`config.mk`:
```
export PLATFORM = sky130hd
export DESIGN_NAME = fetch_sequencer
export DESIGN_NICKNAME = d
export VERILOG_FILES = /design/src/rtl/fetch_sequencer.sv
export SDC_FILE = /design/constraint.sdc
export NUM_CORES = 1
export LEC_CHECK = 0
export BUFFER_PORTS_ARGS = -buffer_cell sky130_fd_sc_hd__buf_2
export CORE_ASPECT_RATIO = 1.4
export CORE_MARGIN = 2
export CORE_UTILIZATION = 60
export DETAILED_ROUTE_END_ITERATION = 10
export HOLD_SLACK_MARGIN = 0.12
export PLACE_DENSITY_LB_ADDON = 0.08
export SLEW_MARGIN = 10
export SYNTH_ARGS = -nofsm -noshare
export SYNTH_HDL_FRONTEND = slang
export SYNTH_SLANG_ARGS = --single-unit
```
`constraint.sdc`:
```
create_clock -name clk -period 5.9 [get_ports clk]
set_input_delay 0.885 -clock clk [delete_from_list [all_inputs] [get_ports clk]]
set_output_delay 0.885 -clock clk [all_outputs]
set_load 0.005 [all_outputs]
```
`src/rtl/fetch_sequencer.sv`:
```
// Instruction-fetch sequencer: owns the PC, runs the imem req/ready handshake,
// feeds IF/ID through a one-entry skid buffer and squashes on taken branches.
module fetch_sequencer #(
    parameter logic [31:0] RESET_PC     = 32'h0000_0000,
    parameter int unsigned FLUSH_CYCLES = 2
) (
    input  logic        clk,
    input  logic        rst,
    input  logic        stall,
    input  logic        redirect,
    input  logic [31:0] redirect_target,
    input  logic        imem_ready,
    input  logic [31:0] imem_rdata,
    output logic        imem_req,
    output logic [31:0] imem_addr,
    output logic [31:0] inst,
    output logic [31:0] inst_pc,
    output logic        inst_valid,
    output logic        flush,
    output logic [15:0] redirect_count
);
    localparam logic [31:0] NOP        = 32'h0000_0013;
    localparam logic [2:0]  FLUSH_INIT = 3'(FLUSH_CYCLES);

    typedef enum logic [2:0] {IDLE, FETCH, SKID, DRAIN, FLUSH} state_t;

    state_t      state_q, state_d;
    logic [31:0] pc_q, pc_d;
    logic [31:0] addr_q, addr_d;
    logic [31:0] inst_q, inst_d;
    logic [31:0] ipc_q, ipc_d;
    logic        valid_q, valid_d;
    logic [31:0] skid_data_q, skid_data_d;
    logic [31:0] skid_pc_q, skid_pc_d;
    logic [2:0]  fcnt_q, fcnt_d;
    logic [15:0] rcnt_q, rcnt_d;
    logic        req_q, req_d;
    logic        flush_q, flush_d;
    logic [31:0] target;

    assign target = {redirect_target[31:2], 2'b00};

    always_comb begin
        state_d     = state_q;
        pc_d        = pc_q;
        addr_d      = addr_q;
        inst_d      = inst_q;
        ipc_d       = ipc_q;
        valid_d     = valid_q;
        skid_data_d = skid_data_q;
        skid_pc_d   = skid_pc_q;
        fcnt_d      = fcnt_q;
        rcnt_d      = rcnt_q;

        // A transfer to IF/ID empties the output register unless refilled below.
        if (valid_q && !stall) valid_d = 1'b0;
        if (fcnt_q != 3'd0)    fcnt_d  = fcnt_q - 3'd1;

        if (redirect && state_q != IDLE) begin
            pc_d        = target;
            fcnt_d      = FLUSH_INIT;
            valid_d     = 1'b0;
            skid_data_d = 32'h0;
            skid_pc_d   = 32'h0;
            if (rcnt_q != 16'hFFFF) rcnt_d = rcnt_q + 16'd1;
            case (state_q)
                // An unanswered request must still complete; hold it in DRAIN.
                FETCH:   state_d = imem_ready ? FLUSH : DRAIN;
                DRAIN:   state_d = DRAIN;
                default: state_d = FLUSH;
            endcase
        end else begin
            case (state_q)
                IDLE: begin
                    state_d = FETCH;
                    addr_d  = pc_q;
                end
                FETCH: begin
                    if (imem_ready) begin
                        pc_d = pc_q + 32'd4;
                        if (!valid_q || !stall) begin
                            inst_d  = imem_rdata;
                            ipc_d   = addr_q;
                            valid_d = 1'b1;
                            addr_d  = pc_q + 32'd4;
                        end else begin
                            skid_data_d = imem_rdata;
                            skid_pc_d   = addr_q;
                            state_d     = SKID;
                        end
                    end
                end
                SKID: begin
                    if (!stall) begin
                        inst_d  = skid_data_q;
                        ipc_d   = skid_pc_q;
                        valid_d = 1'b1;
                        addr_d  = pc_q;
                        state_d = FETCH;
                    end
                end
                DRAIN: begin
                    if (imem_ready) begin
                        if (fcnt_q > 3'd1) begin
                            state_d = FLUSH;
                        end else begin
                            state_d = FETCH;
                            addr_d  = pc_q;
                        end
                    end
                end
                FLUSH: begin
                    if (fcnt_q <= 3'd1) begin
                        state_d = FETCH;
                        addr_d  = pc_q;
                    end
                end
                default: state_d = IDLE;
            endcase
        end

        req_d   = (state_d == FETCH) || (state_d == DRAIN);
        flush_d = (fcnt_d != 3'd0);
    end

    always_ff @(posedge clk or negedge rst) begin
        if (!rst) begin
            state_q     <= IDLE;
            pc_q        <= RESET_PC;
            addr_q      <= RESET_PC;
            inst_q      <= NOP;
            ipc_q       <= RESET_PC;
            valid_q     <= 1'b0;
            skid_data_q <= 32'h0;
            skid_pc_q   <= 32'h0;
            fcnt_q      <= 3'd0;
            rcnt_q      <= 16'd0;
            req_q       <= 1'b0;
            flush_q     <= 1'b0;
        end else begin
            state_q     <= state_d;
            pc_q        <= pc_d;
            addr_q      <= addr_d;
            inst_q      <= inst_d;
            ipc_q       <= ipc_d;
            valid_q     <= valid_d;
            skid_data_q <= skid_data_d;
            skid_pc_q   <= skid_pc_d;
            fcnt_q      <= fcnt_d;
            rcnt_q      <= rcnt_d;
            req_q       <= req_d;
            flush_q     <= flush_d;
        end
    end

    assign imem_req       = req_q;
    assign imem_addr      = addr_q;
    assign inst           = inst_q;
    assign inst_pc        = ipc_q;
    assign inst_valid     = valid_q;
    assign flush          = flush_q;
    assign redirect_count = rcnt_q;
endmodule
```
==> impl_metrics.json, run 1 <==
{
  "status": "complete, no violations",
  "post-cts-setup-buffers": 0,
  "hold_path_class": "in2async",
  "drc": 0,
  "grt_pass1_vias": 6812,
  "fin_setup_tns_ns": 0,
  "final_core_util_pct": 72.4,
  "ys_ff_latch": 211,
  "globalRouteTotalUtil_pct": 23.8,
  "die-height_um": 154,
  "cts-root-buf": "clkbuf_16",
  "io_buffers": 179,
  "drt-wirelength-per-cell_um": 16.3,
  "grt_pass1_wl_um": 34100,
  "power.leakage_uw": 0.00509,
  "insertion_delay_ns": 0.50,
  "drtAntennaViolNets": 0,
  "antenna_found_initial": 0,
  "crit_arrival_ns": 3.68,
  "ys_warn_count": 0,
  "via_per_inst": 5.57,
  "use_met3_pct": 3.39,
  "first_pass_iters": 6,
  "grt_overflow": 0,
  "area_delta_synth_final_pct": 17.4,
  "slew_headroom_pct": 31.8,
  "path_class": "reg2reg",
  "core_sq_um": 15700,
  "maxSlewViolCount": 0,
  "ys_types": 55,
  "grt_max_degree": 150,
  "cts_tree": "yes",
  "finalCriticalPeriod_ns": 3.27,
  "cts.path.max_buffers": 3,
  "worst_slack_ns": 2.63,
  "dieArea_sq_um": 17100,
  "seq_area_frac_synth_pct": 54.7,
  "cts_resized": 0,
  "syn_area_sq_um": 9660,
  "holdBufCountCts": 0,
  "place_ws_ns": 2.70,
  "cp_slowest_cell": "o211a_4",
  "end_kind": "flop",
  "rsz0062_at_grt": "false",
  "drt-total-wl_um": 20800,
  "cts.sinks": 211,
  "ir_drop_v": 0.000380,
  "tightest_slew_ns": 1.02,
  "use_met1_pct": 34.6,
  "final.setup_skew_ns": 0.00931,
  "start_kind": "flop",
  "holdWs_ns": 0.361,
  "finalCritPeriodShare_pct": 55.4,
  "critical-path-max-stage-delay_ns": 0.81,
  "setup_viol": 0,
  "cp.required_ns": 6.32,
  "place_congestion": 0.809,
  "place_hpwl_um": 13200,
  "power_uw": 5810,
  "max_cap_viol_count": 0,
  "cts_max_level": 1,
  "crit_chain": "inv_1 -> nor3_2 -> o211a_4 -> buf_4 -> nor2_1 -> a21oi_1",
  "clkTransAtPathRegs_ns": 0.06,
  "power_density_nw_per_um2": 512,
  "cts_made_buffers": 22,
  "die_w_um": 111,
  "top_usage_layer": "met2",
  "synthCells": 920,
  "layout.nets": 1139,
  "antenna_cells": 0,
  "ios": 184,
  "drive_gt1_share_pct": 22.4,
  "grt_use_met2_pct": 38.6,
  "rows": 54,
  "crit_fanout": 81,
  "first_iter_violations": 475,
  "dr_total_vias": 7101,
  "initial_utilization_pct": 61.6,
  "syn_area_per_cell_sq_um": 10.5,
  "fmax_mhz": 306,
  "final-hold-violation-count": 0
}
## power breakdown
| group | internal [uW] | switching [uW] | total, uW |
|---|---|---|---|
| sequential | 1950 | 482 | 2430 |
| clock | 873 | 565 | 1440 |
| combinational | 840 | 1100 | 1940 |
| total | 3660 | 2150 | 5810 |
## metrics by stage
step | cells | area, sq um
after floorplan | 921 | 9670
after global placement | 1236 | 10600
final | 1276 | 11300
after detailed placement | 1236 | 10600
after global routing | 1276 | 11300
after CTS | 1276 | 11300
## placed cells by master, fill, tap and decap left out, types with 8 or more instances in the layout
master	n
nor3_1	9
xor2_1	51
buf_2	178
clkbuf_16	23
nand2_1	96
nor2_1	89
o21ai_0	46
o21ai_1	18
mux2i_1	64
nand3_1	24
inv_1	8
nand4_1	22
a22o_1	62
xnor2_1	23
dfrtp_1	208
a21oi_1	70
## cell usage after synthesis, drive strengths merged
cell | n | share of area (%)
nand4b | 1 | 0.091
o311ai | 1 | 0.091
o21ba | 1 | 0.10
a21boi | 1 | 0.078
nor3 | 11 | 0.62
nand3b | 1 | 0.078
nand2b | 2 | 0.13
or3 | 2 | 0.13
nand3 | 24 | 1.2
mux2 | 2 | 0.23
or2b | 1 | 0.078
and3b | 1 | 0.10
o31a | 2 | 0.18
nor2 | 89 | 3.5
dfstp | 3 | 0.82
o211a | 1 | 0.10
o21a | 1 | 0.078
nand4bb | 1 | 0.12
a21o | 1 | 0.078
inv | 8 | 0.31
a21oi | 70 | 3.6
o211ai | 2 | 0.16
a22o | 62 | 5.6
nor4 | 6 | 0.83
xor2 | 51 | 4.6
and2b | 2 | 0.17
mux2i | 64 | 6.6
xnor2 | 23 | 2.1
nand2 | 96 | 3.7
or3b | 1 | 0.091
nor3b | 1 | 0.13
ha | 6 | 0.78
a211oi | 1 | 0.078
and2 | 4 | 0.26
nor2b | 4 | 0.26
and3 | 4 | 0.26
dfrtp | 208 | 54
o21ai | 64 | 3.3
nand4 | 23 | 1.6
clkbuf | 30 | 1.2
or2 | 3 | 0.19
or4 | 1 | 0.078
conb | 1 | 0.039
a31oi | 2 | 0.19
buf | 37 | 2.1
## layer usage
metal / part of all wire, % / up-vias
met5: 0 / -
met1: 46 / 3403
li1: - / 3495
met4: 1.8 / 0
met2: 48 / 172
met3: 4.4 / 31
## worst max-delay path: cells and delay by family (launching register included)
kind	cells	cell delay, ns
flops	1	0.59
compound gates	2	0.96
simple gates	2	0.87
buf+inv	2	0.70
## worst paths after layout
check | from | endpoint | slack, ns | cells past startpoint
min in group clk | redirect_count[8] | redirect_count[8] | 0.48 | 1
max in group asynchronous | rst | skid_pc_q[29] | 4.39 | 2
max reg2reg | state_q[1] | inst_pc[22] | 2.63 | 6
min reg2reg | redirect_count[8] | redirect_count[8] | 0.48 | 1
max | state_q[1] | inst_pc[22] | 2.63 | 6
min | rst | inst[30] | 0.36 | 1
## cell families after synthesis
logic type                 after synthesis  synth area share, %
buffers and inverters                   75                 3.63
DFF                                    211                 54.7
and+or+nand+nor                        278                 13.6
other                                    1               0.0388
xor gates and xnor gates                74                 6.71
adders and majority gates                6                0.777
AOI/OAI and AO/OA                      209                 13.7
muxes                                   66                 6.86
## area by class of cell
class	instances	area [sq um]
sequential	211	5280
fill	1221	4330
multi-input combinational	635	4060
timing repair buffer	186	970
clock buffer	31	626
tap	196	245
clock inverter	9	128
inverter	8	30.0
## flip-flops by register name, indices dropped and copies added, names as in the netlist
name / cells
inst: 32
skid_data_q: 32
inst_pc: 31
skid_pc_q: 31
imem_addr: 30
pc_q: 30
redirect_count: 16
fcnt_q: 3
state_q: 3
flush: 1
imem_req: 1
inst_valid: 1
Power figures use the tool's default switching activity.
==> inputs of run 2 (changes only) <==
--- a/config.mk
+++ b/config.mk
@@ -5,10 +5,11 @@
 export SDC_FILE = /design/constraint.sdc
 export NUM_CORES = 1
 export LEC_CHECK = 0
+export ABC_AREA = 1
 export BUFFER_PORTS_ARGS = -buffer_cell sky130_fd_sc_hd__buf_2
 export CORE_ASPECT_RATIO = 1.4
 export CORE_MARGIN = 2
-export CORE_UTILIZATION = 60
+export CORE_UTILIZATION = 57
 export DETAILED_ROUTE_END_ITERATION = 10
 export HOLD_SLACK_MARGIN = 0.12
 export PLACE_DENSITY_LB_ADDON = 0.08
==> constraint.sdc (replaced) <==
create_clock -name clk -period 3.4 [get_ports clk]
set_input_delay 0.51 -clock clk [delete_from_list [all_inputs] [get_ports clk]]
set_output_delay 0.51 -clock clk [all_outputs]
set_load 0.005 [all_outputs]
==> impl_metrics.json, run 2 <==
{
  "status": "complete, no violations",
  "finalCriticalPeriod_ns": 2.54,
  "synth_top_cell_by_area": "dfrtp_1",
  "slew_headroom_pct": 30.1,
  "async_reset_ff_share_pct": 100,
  "setup_viol": 0,
  "via_per_inst": 5.25,
  "place_hpwl_um": 18100,
  "ys_warn_count": 0,
  "fin_setup_tns_ns": 0,
  "synthCells": 1420,
  "cts_made_buffers": 22,
  "final-hold-violation-count": 0,
  "ys_ff_latch": 211,
  "maxSlewViolCount": 0,
  "p_seq_share_pct": 36.4,
  "insertion_delay_ns": 0.52,
  "finalCritPeriodShare_pct": 74.7,
  "cts_tree": "yes",
  "grt_max_degree": 118,
  "clkTransAtPathRegs_ns": 0.07,
  "cts_resized": 0,
  "cts.path.max_buffers": 3,
  "fmax_mhz": 394,
  "hold_path_class": "in2reg",
  "sw_frac_of_total_pct": 41.9,
  "drt-total-wl_um": 26800,
  "ios": 184,
  "grt_overflow": 0,
  "seq_area_frac_synth_pct": 49.5,
  "p_comb_share_pct": 41.7,
  "synth_xor_area_share_pct": 1.39,
  "final_common_cell": "nand2_1",
  "synth-edff-count": 0,
  "dieArea_sq_um": 19900,
  "synth_top_family_by_area": "simple AND/OR/NAND/NOR gates",
  "syn_area_sq_um": 10700,
  "post-synth-top-count-cell": "nand2_1",
  "antenna_cells": 0,
  "grt_pass1_wl_um": 44000,
  "power_density_nw_per_um2": 913,
  "ys_types": 35,
  "drt-wirelength-per-cell_um": 14.7,
  "cts-root-buf": "clkbuf_16",
  "grt_pass1_vias": 8958,
  "dr_total_vias": 9587,
  "antenna_found_initial": 0,
  "drc": 0,
  "layout.nets": 1642,
  "p_switching_uw": 4750,
  "path_class": "reg2reg",
  "place_inst": 1786,
  "synth_top_area_share_pct": 48.8,
  "drive_gt1_share_pct": 15.8,
  "synthFlopType": "dfrtp_1",
  "area_delta_synth_final_pct": 16.4,
  "start_kind": "flop",
  "p_int_uw": 6590,
  "r2r_setup_slack_ns": 0.86,
  "layout_common_cells": "399 x nand2_1, 208 x dfrtp_1, 178 x buf_2",
  "first_pass_iters": 6,
  "synthAdderAreaFrac_pct": 0.703,
  "place_ws_ns": 0.907,
  "cts_max_level": 1,
  "final_cell_count_no_fill": 1826,
  "max_cap_viol_count": 0,
  "syn_area_per_cell_sq_um": 7.52,
  "clock_power_share_pct": 21.9,
  "ys_top_cells_by_count": "399 x nand2_1, 208 x dfrtp_1, 155 x nor2_1",
  "io_buffers": 179,
  "ir_drop_v": 0.000590,
  "cp.required_ns": 3.83,
  "crit_arrival_ns": 2.96,
  "end_kind": "flop",
  "worst_slack_ns": 0.861,
  "crit_fanout": 42,
  "rows": 59,
  "core_sq_um": 18500,
  "synthSimpleGateAreaFrac_pct": 27.6,
  "rsz0062_at_grt": "false",
  "synth_compound_area_share_pct": 12.0,
  "ys_top_cells_by_area": "dfrtp_1 49%, nand2_1 14%, o21ai_0 6.8%",
  "place_congestion": 0.925,
  "initial_utilization_pct": 57.8,
  "synthMuxAreaShare_pct": 0,
  "die-height_um": 166,
  "cts.sinks": 211,
  "die_w_um": 120,
  "globalRouteTotalUtil_pct": 26.9,
  "power_uw": 11300,
  "first_iter_violations": 778,
  "power.leakage_uw": 0.00597,
  "fill_cells": 1667,
  "final_area_sq_um": 12400,
  "place_area_sq_um": 11700,
  "tightest_slew_ns": 1.05,
  "drtAntennaViolNets": 0,
  "final.setup_skew_ns": 0.0271
}
run 2: cell count changes in the layout (fill, tap and decap cells not counted), moves of 64 or more:
cell	change
nand3_1	+112
nor2_1	+66
mux2i_1	-64
nand2_1	+303
inv_1	+132
o21ai_0	+99
run 2: layout make-up:
class | count | area, sq um | area share (%)
sequential | 211 | 5280 | 42.5
multi-input combinational | 989 | 4470 | 35.9
timing repair buffer | 192 | 1050 | 8.49
clock buffer | 32 | 618 | 4.98
inverter | 151 | 569 | 4.58
tap | 244 | 305 | 2.46
clock inverter | 7 | 125 | 1.01
run 2: worst paths after layout:
check	to	start	depth (start not counted)
setup / recovery	imem_addr[19]	state_q[1]	9
hold / removal	pc_q[15]	redirect_target[15]	3
setup reg to reg	imem_addr[19]	state_q[1]	9
hold reg to reg	skid_pc_q[1]	skid_pc_q[1]	2
max in group asynchronous	inst[0]	rst	3
min in group asynchronous	skid_data_q[17]	rst	2
run 2: cells by family (layout without fill, tap and decap cells):
| family | after synthesis | count (layout) |
|---|---|---|
| flops | 211 | 211 |
| fa+ha+maj | 6 | 6 |
| other cells | 1 | 2 |
| simple gates | 716 | 716 |
| buf+inv | 221 | 382 |
| compound gates | 248 | 248 |
| xor+xnor | 17 | 17 |
run 2: metal layers:
metal	part of all wire [%]	vias to the layer above	wire, um	global-route usage (%)
li1	-	4803	-	-
met1	44	4465	11700	37.2
met2	49	275	13000	45.2
met3	5.0	44	1350	2.92
met4	2.7	0	724	7.57
met5	0	-	0	0
run 2: repair_timing:
item,4_1_cts,5_1_grt
hold endpoints to repair,74,0
setup buffers,0,0
hold buffers,1,0
run 2: power by group through the flow:
stage                     logic [uW]  registers (uW)  clock network [uW]
after floorplan                 3210            4060                   0
after global placement          4600            4130                   0
after detailed placement        4710            4160                   0
after CTS                       4750            4120                2530
after global routing            5380            4240                2630
final                           4720            4130                2480
run 2: through the flow:
step	util, %	hold slack [ns]
after floorplan	-	0.214
after global placement	63.2	0.487
after detailed placement	63.2	0.490
after CTS	67.3	0.210
after global routing	67.3	0.226
final	67.3	0.222
run 2: worst max-delay path: stages, from the launching register on:
cell and delay [ns]:
dfrtp_1 0.43, nor2_1 0.15, nand2_1 0.12, nand2_4 0.21, inv_4 0.21, nor2_4 0.15
nand3_2 0.67, nor2_1 0.28, nand2_1 0.11, nand2_1 0.08
